==> config.mk <==
export PLATFORM = sky130hd
export DESIGN_NAME = ca_cmd_scheduler
export DESIGN_NICKNAME = d
export VERILOG_FILES = /design/src/rtl/ca_cmd_scheduler.sv
export SDC_FILE = /design/constraint.sdc
export NUM_CORES = 1
export LEC_CHECK = 0
export BUFFER_PORTS_ARGS = -buffer_cell sky130_fd_sc_hd__buf_2
export CAP_MARGIN = 40
export CORE_UTILIZATION = 45
export DETAILED_ROUTE_END_ITERATION = 10
export GPL_TIMING_DRIVEN = 0
export PLACE_DENSITY = 0.74
export SLEW_MARGIN = 25
export SYNTH_ARGS = -nofsm -noshare
export SYNTH_HDL_FRONTEND = slang
export SYNTH_SLANG_ARGS = --single-unit
==> constraint.sdc <==
create_clock -name clk -period 4.85 [get_ports clk]
set_input_delay 1.455 -clock clk [delete_from_list [all_inputs] [get_ports clk]]
set_output_delay 1.455 -clock clk [all_outputs]
set_load 0.02 [all_outputs]
==> src/rtl/ca_cmd_scheduler.sv <==
// ca_cmd_scheduler
//   Round-robin arbiter that takes whole multi-beat CA commands from NUM_REQ
//   requesters and plays them out one beat per cycle to the CA distributor.
//   It inserts RANK_GAP idle cycles when the target rank changes from the
//   previous command, and it never interleaves beats of different commands.
//
// Ports
//   clk, rst_n    CA clock, asynchronous active-low reset
//   sched_en      1 = new commands may be accepted
//   req_valid     per-requester command valid (held until req_ready)
//   req_ready     per-requester accept strobe, one-hot or 0 (combinational)
//   req_ca        beat b of requester i at [(i*CMD_BEATS+b)*CA_WIDTH +: CA_WIDTH]
//   req_rank      target rank of requester i at [i*RANK_W +: RANK_W]
//   ca_out        CA beat to the distributor (registered)
//   ca_valid_out  beat valid to the distributor (registered)
//   rank_enable   one-hot rank select to the distributor, or 0 (registered)
//   busy          scheduler is not idle
//   err_rank      sticky: a command with rank >= NUM_RANKS was accepted and dropped
//   cmd_count     number of commands issued, wraps at 16 bits
module ca_cmd_scheduler #(
   parameter int CA_WIDTH  = 7,
   parameter int NUM_RANKS = 2,
   parameter int NUM_REQ   = 4,
   parameter int CMD_BEATS = 2,
   parameter int RANK_GAP  = 2,
   parameter int RANK_W    = (NUM_RANKS > 1) ? $clog2(NUM_RANKS) : 1
) (
   input  logic                                   clk,
   input  logic                                   rst_n,
   input  logic                                   sched_en,
   input  logic [NUM_REQ-1:0]                     req_valid,
   output logic [NUM_REQ-1:0]                     req_ready,
   input  logic [NUM_REQ*CMD_BEATS*CA_WIDTH-1:0]  req_ca,
   input  logic [NUM_REQ*RANK_W-1:0]              req_rank,
   output logic [CA_WIDTH-1:0]                    ca_out,
   output logic                                   ca_valid_out,
   output logic [NUM_RANKS-1:0]                   rank_enable,
   output logic                                   busy,
   output logic                                   err_rank,
   output logic [15:0]                            cmd_count
);

   localparam int IDX_W  = (NUM_REQ > 1) ? $clog2(NUM_REQ) : 1;
   localparam int BEAT_W = (CMD_BEATS > 1) ? $clog2(CMD_BEATS) : 1;
   localparam int GAP_W  = (RANK_GAP > 0) ? $clog2(RANK_GAP + 1) : 1;

   typedef enum logic [1:0] {
      ST_IDLE  = 2'd0,
      ST_GAP   = 2'd1,
      ST_ISSUE = 2'd2
   } state_t;

   // Unpacked views of the flat request buses.
   logic [CA_WIDTH-1:0] req_beat   [NUM_REQ][CMD_BEATS];
   logic [RANK_W-1:0]   req_rank_a [NUM_REQ];

   genvar gi, gb;
   generate
      for (gi = 0; gi < NUM_REQ; gi++) begin : g_req
         assign req_rank_a[gi] = req_rank[gi*RANK_W +: RANK_W];
         for (gb = 0; gb < CMD_BEATS; gb++) begin : g_beat
            assign req_beat[gi][gb] = req_ca[(gi*CMD_BEATS+gb)*CA_WIDTH +: CA_WIDTH];
         end
      end
   endgenerate

   state_t               state_q, state_d;
   logic [IDX_W-1:0]     rr_ptr_q, rr_ptr_d;
   logic [RANK_W-1:0]    last_rank_q, last_rank_d;
   logic                 last_rank_vld_q, last_rank_vld_d;
   logic [BEAT_W-1:0]    beat_cnt_q, beat_cnt_d;
   logic [GAP_W-1:0]     gap_cnt_q, gap_cnt_d;
   logic [CA_WIDTH-1:0]  cmd_beat_q [CMD_BEATS];
   logic [CA_WIDTH-1:0]  cmd_beat_d [CMD_BEATS];
   logic [RANK_W-1:0]    cmd_rank_q, cmd_rank_d;
   logic [CA_WIDTH-1:0]  ca_out_q, ca_out_d;
   logic                 ca_valid_q, ca_valid_d;
   logic [NUM_RANKS-1:0] rank_enable_q, rank_enable_d;
   logic                 err_rank_q, err_rank_d;
   logic [15:0]          cmd_count_q, cmd_count_d;

   logic                 win_found;
   logic [IDX_W-1:0]     win_idx;
   logic [IDX_W-1:0]     cand_idx;
   logic                 accept;

   function automatic logic [NUM_RANKS-1:0] rank_onehot(input logic [RANK_W-1:0] r);
      logic [NUM_RANKS-1:0] oh;
      oh = '0;
      for (int i = 0; i < NUM_RANKS; i++) begin
         oh[i] = (int'(r) == i);
      end
      return oh;
   endfunction

   // Round-robin search: walk offsets from the far end down to 0 so the last
   // hit written is the valid requester closest to (at or after) rr_ptr.
   always_comb begin
      win_found = 1'b0;
      win_idx   = '0;
      cand_idx  = '0;
      for (int k = NUM_REQ - 1; k >= 0; k--) begin
         cand_idx = IDX_W'((int'(rr_ptr_q) + k) % NUM_REQ);
         if (req_valid[cand_idx]) begin
            win_found = 1'b1;
            win_idx   = cand_idx;
         end
      end
   end

   assign accept = (state_q == ST_IDLE) && sched_en && win_found;

   always_comb begin
      req_ready = '0;
      if (accept) begin
         req_ready[win_idx] = 1'b1;
      end
   end

   // Next-state logic. Output registers are loaded with the value they must
   // show in the following cycle, so beat 0 appears the cycle after accept.
   always_comb begin
      state_d         = state_q;
      rr_ptr_d        = rr_ptr_q;
      last_rank_d     = last_rank_q;
      last_rank_vld_d = last_rank_vld_q;
      beat_cnt_d      = beat_cnt_q;
      gap_cnt_d       = gap_cnt_q;
      cmd_beat_d      = cmd_beat_q;
      cmd_rank_d      = cmd_rank_q;
      err_rank_d      = err_rank_q;
      cmd_count_d     = cmd_count_q;
      ca_out_d        = '0;
      ca_valid_d      = 1'b0;
      rank_enable_d   = '0;

      case (state_q)
         ST_IDLE: begin
            if (accept) begin
               rr_ptr_d = (win_idx == IDX_W'(NUM_REQ - 1)) ? '0 : win_idx + 1'b1;
               if (int'(req_rank_a[win_idx]) >= NUM_RANKS) begin
                  // Illegal rank: flag it and drop the command silently.
                  err_rank_d = 1'b1;
               end else begin
                  for (int b = 0; b < CMD_BEATS; b++) begin
                     cmd_beat_d[b] = req_beat[win_idx][b];
                  end
                  cmd_rank_d = req_rank_a[win_idx];
                  if (last_rank_vld_q && (req_rank_a[win_idx] != last_rank_q) && (RANK_GAP > 0)) begin
                     state_d   = ST_GAP;
                     gap_cnt_d = GAP_W'(RANK_GAP);
                  end else begin
                     state_d       = ST_ISSUE;
                     beat_cnt_d    = '0;
                     ca_out_d      = req_beat[win_idx][0];
                     ca_valid_d    = 1'b1;
                     rank_enable_d = rank_onehot(req_rank_a[win_idx]);
                  end
               end
            end
         end

         ST_GAP: begin
            gap_cnt_d = gap_cnt_q - 1'b1;
            if (gap_cnt_q == GAP_W'(1)) begin
               state_d       = ST_ISSUE;
               beat_cnt_d    = '0;
               ca_out_d      = cmd_beat_q[0];
               ca_valid_d    = 1'b1;
               rank_enable_d = rank_onehot(cmd_rank_q);
            end
         end

         ST_ISSUE: begin
            if (int'(beat_cnt_q) == CMD_BEATS - 1) begin
               state_d         = ST_IDLE;
               beat_cnt_d      = '0;
               last_rank_d     = cmd_rank_q;
               last_rank_vld_d = 1'b1;
               cmd_count_d     = cmd_count_q + 16'd1;
            end else begin
               beat_cnt_d    = beat_cnt_q + 1'b1;
               ca_out_d      = cmd_beat_q[beat_cnt_d];
               ca_valid_d    = 1'b1;
               rank_enable_d = rank_onehot(cmd_rank_q);
            end
         end

         default: begin
            state_d = ST_IDLE;
         end
      endcase
   end

   always_ff @(posedge clk or negedge rst_n) begin
      if (!rst_n) begin
         state_q         <= ST_IDLE;
         rr_ptr_q        <= '0;
         last_rank_q     <= '0;
         last_rank_vld_q <= 1'b0;
         beat_cnt_q      <= '0;
         gap_cnt_q       <= '0;
         for (int b = 0; b < CMD_BEATS; b++) begin
            cmd_beat_q[b] <= '0;
         end
         cmd_rank_q      <= '0;
         ca_out_q        <= '0;
         ca_valid_q      <= 1'b0;
         rank_enable_q   <= '0;
         err_rank_q      <= 1'b0;
         cmd_count_q     <= '0;
      end else begin
         state_q         <= state_d;
         rr_ptr_q        <= rr_ptr_d;
         last_rank_q     <= last_rank_d;
         last_rank_vld_q <= last_rank_vld_d;
         beat_cnt_q      <= beat_cnt_d;
         gap_cnt_q       <= gap_cnt_d;
         for (int b = 0; b < CMD_BEATS; b++) begin
            cmd_beat_q[b] <= cmd_beat_d[b];
         end
         cmd_rank_q      <= cmd_rank_d;
         ca_out_q        <= ca_out_d;
         ca_valid_q      <= ca_valid_d;
         rank_enable_q   <= rank_enable_d;
         err_rank_q      <= err_rank_d;
         cmd_count_q     <= cmd_count_d;
      end
   end

   assign ca_out       = ca_out_q;
   assign ca_valid_out = ca_valid_q;
   assign rank_enable  = rank_enable_q;
   assign busy         = (state_q != ST_IDLE);
   assign err_rank     = err_rank_q;
   assign cmd_count    = cmd_count_q;

endmodule
After elaboration in Yosys (flattened, before gate mapping)
Cells that the tools add are included.

$add $sub $neg: 7. Multiplexer cells: 57. Equal/unequal tests: 10. Order comparisons: 8. Bitwise operators: 4. Reduce and logical (&&, ||, !) cells: 13.

Operators with widths (number): $mux W7 (7); $mux W2 (15); $bmux W14 S2 (1); $mux W14 (2); $pmux W7 S3 (1); $mux W1 (19); $add A16 B1 Y16 const B (1); $lt A2 B3 Y1 const B (5); $pmux W2 S3 (2); $bmux W1 S2 (5); $ne A2 B2 Y1 const B (4); $pmux W1 S3 (2); $reduce_and A3 Y1 (2); $add A2 B1 Y2 const B (2); $add A2 B2 Y2 const B (2); $eq A2 B1 Y1 const B (2); $eq A2 B2 Y1 const B (2); $logic_and A1 B1 Y1 (4); $mux W4 (1); $pmux W2 S2 (1); $reduce_and A2 Y1 (2); $reduce_and A4 Y1 (1); $reduce_bool A2 Y1 (2); $ge A3 B3 Y1 const B (1); 12 further kinds (13).

Flip-flop bits (word level): 50. Word-level logic and storage cells: 112. Input bits: 67. Output and inout port bits: 32.

Depth between registers and ports, before layout
Depth after elaboration: 16. Gate-level depth with buffers: 9. Depth with buffers taken out: 7.

Least setup slack after synthesis
No wires, ideal clock.

Path type: input -> output. Start point: input port req_valid[2]. End point: output port req_ready[1]. Path buffers: 1. Slack: 547 ps. Data required time: 3395 ps. Stages: 6. Data arrival time: 2848 ps. Cell sequence: mux2i_1 -> nor2_1 -> a311oi_2 -> clkbuf_1 -> ha_1 -> and2_1.

Word-level cells in the longest chain between the ends: 11. Elaborated cells on any way between the ends: 23. Those cells by class: order compare (2); mux (19); reduce/logical (2).

RTL lines: from (decl) (line 31) `input logic [NUM_REQ-1:0] req_valid,`; $bmux W1 S2 (line 104) `if (req_valid[cand_idx]) begin`; $mux W1 (implied by the code) (line 104); $mux W2 (4 in a row) (line 104); $lt A2 B3 Y1 (implied by the code) or $ge A2 B1 Y1 (tied branches) (line 116) `req_ready[win_idx] = 1'b1;`; $logic_and A1 B1 Y1 (implied by the code) (line 116); $mux W1 (implied by the code) (line 116); $demux W1 S2 (line 116); $mux W4 * (line 115) `if (accept) begin`; to (decl) (line 32) `output logic [NUM_REQ-1:0] req_ready,`.

Mark *: on every way between the ends. The rest lies on a longest branch, timed or not. The select of a mux whose other input is x is not followed.

Final worst setup path
Start point: input port req_valid[0]. End point: output port req_ready[1].

The elaborated chain is that of the path after synthesis.

==> reports/results.ini <==
[run_status]
status=completed

[clock_tree]
ctsHoldBuffers=0
path_clk_slew_ps=90
root_buffer=clkbuf_8
cts_tree=yes
cts_setup_buffers=0
htreeDepth=2
insertion_delay_ps=300
cts.sink_count=50
cts-buffers-inserted=5
clock_path_buffers=2

[route]
drc=0
first_pass_iters=4
vias=2317
drtAntennaViolNets=0
drt_iter0_markers=76
wl_per_cell_um=13.3
vias_per_cell=5.03
wl_um=6150

[die]
die_area_um2=6360
pin_count=99
die_y_um=79.7
rows=27
die_w_um=79.7
coreArea_um2=5680
start_util_pct=47.9

[setup_path]
crit_arrival_ps=3230
cpMostUsedCell=buf_2
crit_family=buffers and inverters
max_stage_delay_ps=520
start_kind=primary input
crit_type=primary input to output port
critPathRequiredTime_ps=3390
critPathCaptureType=output port
path_buf_inv=3
crit_chain=buf_2 > mux2i_1 > nor2_1 > a311oi_4 > clkbuf_1 > ha_1 > and2_1 > buf_2
crit_path_top_delay_cell=a311oi_4
worstPathMaxFanout=11

[synth]
synth_area_um2=2720
ys_types=42
ys_seq_area_share_pct=46.0
syn_inst=285
synth_nets=358
synth_seq_cells=50
syn_area_per_cell_um2=9.54
ys_warn_count=0
synth-async-reset-ratio_pct=100
ys.flop_type=dfrtp_1
synth_edf_count=0

[global_routing]
grt_antenna_before_repair=0
track_usage_pct=20.7
overflow=0
grt_max_degree=51
grt_pass1_vias=2223
grt_pass1_wl_um=10000

[timing]
setup-tns-final_ps=0
setup_viol=0
worstMarginPinSlew_ps=604
min_period_ps=4690
timing.final.crit_share_pct=96.7
fmaxAchievable_ghz=0.213
relSlewSlack_pct=59.8
grt_setup_unrepaired=no
hold_viol=0
drv_slew=0
fin_skew_ps=10.8

[placement]
io_buffers=97
dp_cells=454
post-dp-hpwl_um=4690
place_congestion=0.761

[cells_and_area]
drive_gt1_share_pct=31.4
nFillCells=540
utilization_pct=60.3
area_growth_pct=25.7
final_cells=461
nets=462
antenna_cells=0

[power]
power_density_nw_per_um2=517
ir_worst_vdd_v=0.000275
power_frac_clock_pct=16.3
power_frac_comb_pct=46.0
p_leak_nw=1.78
p_int_mw=1.05
p_seq_share_pct=37.7
p_sw_share_pct=40.7
netSwitchingPower_uw=718

[worst_hold_path]
min_path_type=register to register

[run]
max_cap_violations=0

==> layer usage <==
metal | track usage (%) | up-vias | routed length (µm)
met2 | 35.8 | 77 | 2970
met1 | 25.9 | 1066 | 2820
met3 | 4.46 | 5 | 296
met5 | 0 | - | 0
li1 | - | 1169 | -
met4 | 5.89 | 0 | 72
==> sequential cells by signal, indices dropped and copies added, names as in the netlist, 2 cells and up <==
name and cells:
ca_out 7, cmd_beat_q 14, cmd_count 16, gap_cnt_q 2, rank_enable 2, rr_ptr_q 2
state_q 2
==> power by group through the flow <==
stage	combinational (mW)	clock, mW	sequential, mW
floorplan	0.524	0	0.716
global placement	0.789	0	0.664
detailed placement	0.814	0	0.669
CTS	0.819	0.292	0.663
global route	0.902	0.311	0.683
finish	0.813	0.287	0.666
==> cell usage in the layout, fill, tap and decap left out, types with 7 or more instances in the layout <==
cell,n
nor2_1,7
nand3_1,13
xnor2_1,14
nand2_1,67
o21ai_1,24
dfrtp_1,50
buf_2,99
a22oi_1,7
mux2i_1,24
==> worst register-to-register path: stages, from the launching register on <==
cell,delay (ps)
dfrtp_1,500
mux2i_1,220
nor2_1,80
a311oi_4,520
inv_2,230
nand2_1,130
o22ai_2,130
o32ai_1,340
==> layout make-up <==
type                       count  area (µm²)  area share (%)
clock inverter                 2        38.8            1.13
multi-input combinational    215        1390            40.5
inverter                       6        22.5           0.659
buffer                        14        75.1            2.20
sequential                    50        1250            36.6
timing repair buffer          97         488            14.3
tap                           72        90.1            2.63
clock buffer                   5        68.8            2.01
==> cell usage after synthesis (all sizes together) (4+ instances only) <==
master / instances / area [µm²]
mux2i: 25 / 254
xor2: 4 / 35.0
nand3: 13 / 65.1
ha: 6 / 75.1
buf: 8 / 52.6
mux2: 7 / 78.8
clkbuf: 6 / 22.5
a21oi: 4 / 20.0
inv: 6 / 22.5
xnor2: 14 / 123
and2: 6 / 37.5
a22oi: 7 / 52.6
nor2b: 4 / 25.0
o21ai: 26 / 134
nor2: 7 / 26.3
dfrtp: 50 / 1250
nand2: 67 / 251
nand2b: 5 / 31.3
==> cell families after synthesis <==
logic type,Yosys count,share of synthesized area [%]
muxes,32,12.2
adders and majority gates,6,2.76
buffers and inverters,20,3.59
DFF,50,46.0
other,1,0.138
and+or+nand+nor,113,18.6
xor gates and xnor gates,18,5.80
AOI/OAI and AO/OA,45,10.9
==> path summary, 6_finish.rpt <==
path / start / endpoint / slack (ps) / depth (start not counted)
min in group asynchronous: rst_n / cmd_beat_q[6] / 1160 / 1
setup / recovery: req_valid[0] / req_ready[1] / 160 / 8
setup reg to reg: rr_ptr_q[1] / rank_enable[0] / 2590 / 7
hold / removal: cmd_count[15] / cmd_count[15] / 480 / 1
hold reg to reg: cmd_count[15] / cmd_count[15] / 480 / 1
max in group asynchronous: rst_n / state_q[0] / 3290 / 1
==> stage by stage <==
| step | worst slack, ps | area [µm²] | hold slack, ps | power (mW) |
|---|---|---|---|---|
| after global placement | 22.7 | 3300 | 457 | 1.45 |
| after detailed placement | 16.6 | 3300 | 468 | 1.48 |
| after CTS | 96.0 | 3420 | 490 | 1.77 |
| final | 162 | 3420 | 480 | 1.77 |
| after floorplan | 547 | 2720 | 447 | 1.24 |
| after global routing | 26.0 | 3420 | 503 | 1.90 |
==> timing repair <==
action	in CTS	in global routing
hold endpoints to repair	0	0
gates resized for setup	1	1
endpoints found under the setup margin	1	4
pin swaps	0	0
Power figures use the tool's default switching activity.
